[src/rtl/multicycle_control_unit_pkg.sv]
// Shared constants for the multi-cycle RV32I control path:
// FSM states, opcode encodings and ALU operation codes.
package multicycle_control_unit_pkg;

  typedef enum logic [2:0] {
    S_IF     = 3'd0,
    S_ID     = 3'd1,
    S_EX     = 3'd2,
    S_MEM    = 3'd3,
    S_WB     = 3'd4,
    S_PC_INC = 3'd5
  } state_e;

  localparam logic [6:0] OP_R      = 7'b0110011;
  localparam logic [6:0] OP_I      = 7'b0010011;
  localparam logic [6:0] OP_LOAD   = 7'b0000011;
  localparam logic [6:0] OP_STORE  = 7'b0100011;
  localparam logic [6:0] OP_BRANCH = 7'b1100011;
  localparam logic [6:0] OP_JAL    = 7'b1101111;
  localparam logic [6:0] OP_JALR   = 7'b1100111;
  localparam logic [6:0] OP_ECALL  = 7'b1110011;

  localparam logic [3:0] ALU_ADD = 4'd0;
  localparam logic [3:0] ALU_SUB = 4'd1;
  localparam logic [3:0] ALU_OR  = 4'd2;
  localparam logic [3:0] ALU_AND = 4'd3;
  localparam logic [3:0] ALU_SLL = 4'd4;
  localparam logic [3:0] ALU_SRL = 4'd5;
  localparam logic [3:0] ALU_XOR = 4'd6;
  localparam logic [3:0] ALU_BEQ = 4'd7;
  localparam logic [3:0] ALU_BNE = 4'd8;
  localparam logic [3:0] ALU_BLT = 4'd9;
  localparam logic [3:0] ALU_BGE = 4'd10;

  // Opcodes that go through EX; anything else retires as a NOP.
  function automatic logic op_executes(input logic [6:0] op);
    return (op == OP_R)      || (op == OP_I)     ||
           (op == OP_LOAD)   || (op == OP_STORE) ||
           (op == OP_BRANCH) || (op == OP_JAL)   ||
           (op == OP_JALR);
  endfunction

endpackage

[src/rtl/multicycle_control_unit_alu_control_unit.sv]
// Combinational funct3/funct7 to alu_op decoder.
// Without use_funct the ALU is told to ADD.
module alu_control_unit
  import multicycle_control_unit_pkg::*;
(
  input  logic [6:0] opcode,
  input  logic [2:0] funct3,
  input  logic [6:0] funct7,
  input  logic       use_funct,
  output logic [3:0] alu_op
);

  logic unused_funct7;
  assign unused_funct7 = ^{funct7[6], funct7[4:0]};

  // Branch compares vs. arithmetic, SUB only for R-type
  always_comb begin
    alu_op = ALU_ADD;
    if (use_funct) begin
      if (opcode == OP_BRANCH) begin
        unique case (funct3)
          3'b000:  alu_op = ALU_BEQ;
          3'b001:  alu_op = ALU_BNE;
          3'b100:  alu_op = ALU_BLT;
          3'b101:  alu_op = ALU_BGE;
          default: alu_op = ALU_BEQ;
        endcase
      end else begin
        unique case (funct3)
          3'b000: begin
            if (opcode == OP_R && funct7[5])
              alu_op = ALU_SUB;
            else
              alu_op = ALU_ADD;
          end
          3'b001:  alu_op = ALU_SLL;
          3'b100:  alu_op = ALU_XOR;
          3'b101:  alu_op = ALU_SRL;
          3'b110:  alu_op = ALU_OR;
          3'b111:  alu_op = ALU_AND;
          default: alu_op = ALU_ADD;
        endcase
      end
    end
  end

endmodule

[src/rtl/multicycle_control_unit.sv]
// Multi-cycle RV32I controller: IF/ID/EX/MEM/WB/PC_INC
// sequencing with datapath selects derived from state.
module multicycle_control_unit
  import multicycle_control_unit_pkg::*;
(
  input  logic       clk,
  input  logic       reset,
  input  logic [6:0] opcode,
  input  logic [2:0] funct3,
  input  logic [6:0] funct7,
  input  logic       alu_bcond,
  output logic       pc_write,
  output logic       pc_write_cond,
  output logic       pc_source,
  output logic       iord,
  output logic       mem_read,
  output logic       mem_write,
  output logic       ir_write,
  output logic       reg_write,
  output logic [1:0] wb_sel,
  output logic       alu_src_a,
  output logic [1:0] alu_src_b,
  output logic [3:0] alu_op,
  output logic       is_ecall
);

  state_e state_q, state_d;
  logic   use_funct;

  logic is_r, is_i, is_ld, is_st;
  logic is_br, is_jal, is_jalr, is_ec;

  assign is_r    = (opcode == OP_R);
  assign is_i    = (opcode == OP_I);
  assign is_ld   = (opcode == OP_LOAD);
  assign is_st   = (opcode == OP_STORE);
  assign is_br   = (opcode == OP_BRANCH);
  assign is_jal  = (opcode == OP_JAL);
  assign is_jalr = (opcode == OP_JALR);
  assign is_ec   = (opcode == OP_ECALL);

  // State register; reset restarts at fetch
  always_ff @(posedge clk) begin
    if (reset)
      state_q <= S_IF;
    else
      state_q <= state_d;
  end

  // Next-state sequencing per instruction class
  always_comb begin
    state_d = state_q;
    unique case (state_q)
      S_IF: state_d = S_ID;
      S_ID: begin
        if (is_ec || !op_executes(opcode))
          state_d = S_PC_INC;
        else
          state_d = S_EX;
      end
      S_EX: begin
        unique case (1'b1)
          is_r, is_i:      state_d = S_WB;
          is_ld, is_st:    state_d = S_MEM;
          is_br:
            state_d = alu_bcond ? S_IF : S_PC_INC;
          is_jal, is_jalr: state_d = S_IF;
          default:         state_d = S_PC_INC;
        endcase
      end
      S_MEM: state_d = is_ld ? S_WB : S_PC_INC;
      S_WB:     state_d = S_PC_INC;
      S_PC_INC: state_d = S_IF;
      default:  state_d = S_IF;
    endcase
  end

  // Datapath controls; all forced low during reset
  always_comb begin
    pc_write      = 1'b0;
    pc_write_cond = 1'b0;
    pc_source     = 1'b0;
    iord          = 1'b0;
    mem_read      = 1'b0;
    mem_write     = 1'b0;
    ir_write      = 1'b0;
    reg_write     = 1'b0;
    wb_sel        = 2'd0;
    alu_src_a     = 1'b0;
    alu_src_b     = 2'd0;
    is_ecall      = 1'b0;
    use_funct     = 1'b0;
    if (!reset) begin
      unique case (state_q)
        S_IF: begin
          mem_read = 1'b1;
          ir_write = 1'b1;
        end
        S_ID: begin
          alu_src_b = 2'd2;
          is_ecall  = is_ec;
        end
        S_EX: begin
          unique case (1'b1)
            is_r: begin
              alu_src_a = 1'b1;
              use_funct = 1'b1;
            end
            is_i: begin
              alu_src_a = 1'b1;
              alu_src_b = 2'd2;
              use_funct = 1'b1;
            end
            is_ld, is_st: begin
              alu_src_a = 1'b1;
              alu_src_b = 2'd2;
            end
            is_br: begin
              alu_src_a     = 1'b1;
              use_funct     = 1'b1;
              pc_source     = 1'b1;
              pc_write_cond = alu_bcond;
            end
            is_jal, is_jalr: begin
              alu_src_a = is_jalr;
              alu_src_b = 2'd2;
              pc_write  = 1'b1;
              reg_write = 1'b1;
              wb_sel    = 2'd2;
            end
            default: ;
          endcase
        end
        S_MEM: begin
          iord      = 1'b1;
          mem_read  = is_ld;
          mem_write = is_st;
        end
        S_WB: begin
          reg_write = 1'b1;
          wb_sel    = is_ld ? 2'd1 : 2'd0;
        end
        S_PC_INC: begin
          alu_src_b = 2'd1;
          pc_write  = 1'b1;
        end
        default: ;
      endcase
    end
  end

  alu_control_unit u_alu_ctl (
    .opcode    (opcode),
    .funct3    (funct3),
    .funct7    (funct7),
    .use_funct (use_funct),
    .alu_op    (alu_op)
  );

endmodule

[config.mk]
export PLATFORM = sky130hd
export DESIGN_NAME = multicycle_control_unit
export DESIGN_NICKNAME = d
export VERILOG_FILES = /design/src/rtl/multicycle_control_unit_pkg.sv /design/src/rtl/multicycle_control_unit_alu_control_unit.sv /design/src/rtl/multicycle_control_unit.sv
export SDC_FILE = /design/constraint.sdc
export NUM_CORES = 1
export LEC_CHECK = 0
export CAP_MARGIN = 20
export CORE_MARGIN = 4
export CORE_UTILIZATION = 39
export DETAILED_ROUTE_END_ITERATION = 7
export GPL_TIMING_DRIVEN = 0
export PLACE_DENSITY = 0.92
export SLEW_MARGIN = 10
export SYNTH_ARGS = -nofsm -noshare
export SYNTH_HDL_FRONTEND = slang
export SYNTH_SLANG_ARGS = --single-unit
export TNS_END_PERCENT = 30
[constraint.sdc]
create_clock -name clk -period 2.8 [get_ports clk]
set_clock_uncertainty 0.15 [all_clocks]
set_input_delay 0.56 -clock clk [delete_from_list [all_inputs] [get_ports clk]]
set_output_delay 0.56 -clock clk [all_outputs]
set_load 0.02 [all_outputs]
Word level (Yosys, flattened, before mapping)
Cells that the tools add are included.
{ "classes": {"reduce_logical": 17, "muxes": 44, "eq_ne": 18} }
{ "op_table": {"columns": ["op", "count"], "rows": [
  ["7-bit equality test (second input constant)", 4],
  ["1-bit 2-to-1 mux", 26],
  ["3-bit equality test (second input constant)", 6],
  ["3-bit one-hot mux with 6 select lines", 1],
  ["3-bit one-hot mux with 5 select lines", 1],
  ["7-bit by 6-bit equality test with 1-bit output (second input constant)", 2],
  ["3-bit one-hot mux with 4 select lines", 1],
  ["4-bit one-hot mux with 3 select lines", 1],
  ["5-bit OR reduction", 2],
  ["2-bit 2-to-1 mux", 4],
  ["4-bit 2-to-1 mux", 2],
  ["1-bit one-hot mux with 2 select lines", 4],
  ["7-bit by 2-bit equality test with 1-bit output (second input constant)", 1],
  ["7-bit by 5-bit equality test with 1-bit output (second input constant)", 1],
  ["1-bit logical OR", 7],
  ["3-bit by 1-bit equality test with 1-bit output (second input constant)", 2],
  ["3-bit by 2-bit equality test with 1-bit output (second input constant)", 2],
  ["3-bit logical NOT", 2],
  ["3-bit 2-to-1 mux", 2],
  ["2-bit one-hot mux with 3 select lines", 1],
  ["2-bit OR reduction", 3],
  ["2-bit one-hot mux with 2 select lines", 1],
  ["3-bit OR reduction", 1],
  ["1-bit logical AND", 1],
  ["1-bit logical NOT", 1]
]} }
{ "word_totals": {"in_bits": 20, "ff_bits": 3, "out_inout_bits": 18} }

Logic depth before layout (Yosys ltp)
{ "logic_depth": {"ltp_word": 11, "depth_mapped": 5, "mapped_depth_nobuf": 4} }

Cells and area by module
From an unflattened synthesis, not the netlist that was laid out.
{ "hier_totals": {"cells_unflattened": 88, "area_unflattened_um2": 649.4} }
{ "modules_own_cells": {"columns": ["mod", "instances", "area_per_inst_um2", "cells_each"], "rows": [
  ["multicycle_control_unit", 1, 452.9, 63],
  ["alu_control_unit", 1, 196.4, 25]
]} }

Worst setup path after synthesis
No wires, ideal clock.
{ "synth_path": {"kind": "input port to output port", "start": "in opcode[2]", "end": "out alu_op[3]", "stages": 4, "n_path_buf": 1, "arrival_ns": 1.749, "setup_slack_ns": 0.341, "cell_sequence": "and4bb_1 > buf_6 > nand2_2 > nor4_1"} }
{ "synth_between": {"elab_chain_len": 6, "word_cells_on_any_way": 9, "cone_classes": "3 x eq/ne; 5 x mux; 1 x reduce/logical"} }
{ "synth_lines": {"columns": ["item", "line_no", "text"], "rows": [
  ["from (decl)", "multicycle_control_unit.sv:8", "input logic [6:0] opcode,"],
  ["7-bit by 6-bit equality test with 1-bit output (tied with other cells)", "multicycle_control_unit.sv:33", "assign is_r = (opcode == OP_R);"],
  ["3-bit OR reduction (no source line)", null, null],
  ["1-bit 2-to-1 mux", "multicycle_control_unit.sv:104", "unique case (1'b1)"],
  ["1-bit 2-to-1 mux", "multicycle_control_unit.sv:94", "unique case (state_q)"],
  ["1-bit 2-to-1 mux", "multicycle_control_unit.sv:93", "if (!reset) begin"],
  ["4-bit 2-to-1 mux *", "multicycle_control_unit_alu_control_unit.sv:19", "if (use_funct) begin"],
  ["to (decl)", "multicycle_control_unit.sv:23", "output logic [3:0] alu_op,"]
]} }
Every way passes the cells marked *; elsewhere a longest branch is shown, timed or not.

Worst setup path in the final report
{ "layout_path": {"start": "in funct7[5]", "end": "out alu_op[0]"} }
{ "layout_between": {"elab_chain_len": 5} }
{ "layout_lines": {"columns": ["item", "line_no", "text"], "rows": [
  ["from (decl)", "multicycle_control_unit.sv:10", "input logic [6:0] funct7,"],
  ["1-bit logical AND", "multicycle_control_unit_alu_control_unit.sv:31", "if (opcode == OP_R && funct7[5])"],
  ["1-bit 2-to-1 mux", "multicycle_control_unit_alu_control_unit.sv:31", null],
  ["3-bit one-hot mux with 6 select lines", "multicycle_control_unit_alu_control_unit.sv:29", "unique case (funct3)"],
  ["4-bit 2-to-1 mux", "multicycle_control_unit_alu_control_unit.sv:20", "if (opcode == OP_BRANCH) begin"],
  ["4-bit 2-to-1 mux", "multicycle_control_unit_alu_control_unit.sv:19", null]
]} }
Every way passes these cells.

==> key figures <==
STA
  – Post-layout minimum cycle time: around 2.8 ns
  – Final Max Tran Viols: 0
  – Worst-margin pin slew: 0.3903 ns
  – Final setup TNS: 0 ns
  – Final setup viols: 0
  – Final Hold Violating Endpoints: 0
  – Fmax: 0.3635 GHz
  – Max transition margin: 0.7331
  – RSZ-0062 raised after global routing: yes
  – Tcrit/Tclk final: 0.9825

GRT
  – Initial antenna violation count: 0
  – First-pass GRT wire length: 3160 um
  – Gr usage total: 0.1982
  – Total grt overflow: 0
  – Largest net degree at the start of global routing: 11
  – Vias in the first global route: 765

Logic synthesis
  – Mapped Cells: 85
  – Syn_nets: between 100 and 150
  – Yosys warning total: 0
  – Top cells by area, synth: dfxtp_1, nand4bb_4, nand2_1, nor2_1, nand3_1
  – Top_reg_cell synth: dfxtp_1
  – Synthesized area: 608.1 um^2
  – FFs w/ async S/R, synth: 0
  – Most common library cells after synthesis: nand2_1, nor2_1, inv_1, nand3_1, nor4_1
  – Post-synth EDFFs: 0
  – Register area share after synthesis: 0.09877
  – Synth unique cells: 44
  – Yosys reg bits: 3
  – Synth top area share: 0.09877
  – Largest area contributor in the netlist: dfxtp_1
  – Avg Synthesized Cell Area: 7.154 um^2

Outcome
  – Status: completed

Placed design
  – I/O Buffers: 31
  – Placed Cells: 131
  – HPWL Detailed: 1531 um
  – GPL Wtd Cong: 0.7988

Finish
  – Share of cells above drive strength 1: 0.2683
  – Multi-input logic area: 535.5 um^2
  – Non-Filler Instances: 138
  – Biggest regs: state_q: 3 flops
  – Reg area: 60.06 um^2
  – Fillers: 118
  – Synth-to-Final Area Change: 60.70%
  – Fin nets: between 100 and 150
  – Antenna cells: 0
  – Reg with most FFs: state_q
  – Max reg flops: 3
  – Fin util: 0.7068

Detailed routing
  – Vias per std cell: 5.783
  – Detailed Route WL: slightly above 2000 um
  – DRT Pass-1 Iters: 4
  – Via count: 798
  – Antenna-violating nets left: 0
  – DRC: 0
  – DR iter-0 viols: 20
  – Wire length per cell: 14.67 um

Min path
  – Hold Path Class: register to register

Worst setup path
  – Crit path DAT: ~2.0 ns
  – Worst Setup EP: alu_op[0]
  – Reg2reg setup slack: 1.28 ns
  – Startpoint Class: primary input
  – Worst R2R End: state_q[0]
  – Worst Reg-to-Reg Cells: 5
  – CP startpoint: funct7[5]
  – Crit path max fanout: 1
  – Required @ worst endpoint: 2.09 ns
  – Crit. End Element: primary output
  – Crit Path Class: primary input to primary output
  – Reg2reg start: state_q[1]

Power and ir drop
  – PwrDens: 227.4 nW/um^2
  – Int Pwr: 142.6 uW
  – Psw: 79.63 uW
  – Sw frac: 0.3584
  – Clock Power Share: 0.353
  – P_leak: 0.0004564 uW
  – Logic pwr share: 0.415
  – Sequential Power Share: 0.232
  – Max VDD drop: roughly 140 uV

Clock tree
  – CTS Buf Count: 3
  – Clock latency on the worst-skew pair: roughly 0.24 ns
  – H-tree Lvls: 1
  – Maximum root-to-sink buffer count: 2
  – CTS Hold Bufs: 0
  – Clock transition at path regs: roughly 0.03 ns
  – Root buf cell: clkbuf_4
  – CTS Sinks: 3
  – CTS tree: done

Die
  – Die X: between 40 and 50 um
  – Area of the core: 1383 um^2
  – Cell row count: 13
  – Io pins: 38
  – Die Y: 47.49 um
  – Initial Util: 0.4398
  – Full die area: roughly 2300 um^2

Job
  – Max-cap viol count: 0
==> per-stage QoR <==
stage | hold WS (ns) | cell area, um^2 | worst slack, ns | power, uW
floorplan | 0.4655 | 608.1 | 0.3405 | 97.65
global placement | 0.5517 | 937.1 | -0.6268 | 140.0
detailed placement | 0.5632 | 937.1 | -0.6362 | 142.3
CTS | 0.5904 | 925.9 | -0.2177 | 218.7
global route | 0.6020 | 977.2 | -0.03563 | 238.8
finish | 0.5882 | 977.2 | 0.04887 | 222.2
==> power groups by stage <==
stage	clock (uW)	combinational, uW	sequential (uW)
global route	88.1	99.3	51.5
CTS	81.5	86.4	50.8
detailed placement	0	91.6	50.7
floorplan	0	48.2	49.5
global placement	0	89.4	50.6
finish	78.4	92.2	51.6
==> routing by layer <==
layer / up-vias / GRT usage / share of wire
li1: 394 / - / -
met1: 358 / 0.2242 / 0.40
met2: 39 / 0.3342 / 0.49
met3: 7 / 0.06391 / 0.087
met4: 0 / 0.09392 / 0.019
met5: - / 0 / 0
==> cell type report <==
class                           instances  area share
Tap cell                               15     0.01921
Timing Repair Buffer                   34      0.2932
Buffer                                  4     0.03201
Multi-Input combinational cell         73      0.5480
Clock buffer                            4     0.02689
Sequential cell                         3     0.06146
Inverter                                5     0.01921
==> cells in the final DEF, fill, tap and decap left out, types with 2 or more instances in the layout <==
cell type	synthesis	final
buf_6	2	2
dlygate4sd2_1	0	13
a211oi_2	1	2
nand2_1	7	7
nand2b_1	3	3
buf_4	0	5
nor4_1	4	4
nor2b_1	2	2
clkdlybuf4s50_1	0	4
nor3b_1	2	2
o211ai_1	2	2
inv_1	5	5
dlymetal6s2s_1	0	4
or3_1	2	2
clkbuf_1	2	2
dfxtp_1	3	3
nand2_2	2	2
a21oi_1	3	3
buf_2	0	7
a211oi_1	3	2
clkbuf_4	0	3
o21ai_0	2	2
nand3_1	5	4
nor2_1	7	7
==> kinds of logic (layout without fill, tap and decap cells) <==
| group | count (synthesis) | after routing | synth area share |
|---|---|---|---|
| XOR/XNOR | 2 | 2 | 0.02881 |
| buffers and inverters | 9 | 47 | 0.08025 |
| AND/OR/NAND/NOR | 48 | 48 | 0.4980 |
| flip-flops | 3 | 3 | 0.09877 |
| AO/OA/AOI/OAI | 23 | 23 | 0.2943 |
==> how the worst min path moves through the flow <==
stage | startpoint | end | slack, ns | cells past startpoint
6_report | state_q[0] | state_q[0] | 0.59 | 2
5_1_grt | state_q[0] | state_q[0] | 0.60 | 2
4_1_cts | state_q[2] | state_q[1] | 0.59 | 2
3_3_place_gp | state_q[2] | state_q[2] | 0.55 | 3
3_5_place_dp | state_q[2] | state_q[2] | 0.56 | 3
2_1_floorplan | state_q[2] | state_q[1] | 0.47 | 2
==> worst max-delay path, stage by stage <==
cell and delay, ns:
clkdlybuf4s50_1 0.46, or4b_1 0.46, o41ai_2 0.20, nand2_1 0.10
a21oi_2 0.12, buf_4 0.15
==> repair_timing <==
item	4_1_cts	5_1_grt
resized for setup	58	12
setup endpoints to repair	16	14
setup buffers	0	2
pin swaps	1	3
endpoints found under the hold margin	0	0
gates cloned	0	1
No activity file was read; power rests on OpenSTA's default activity.
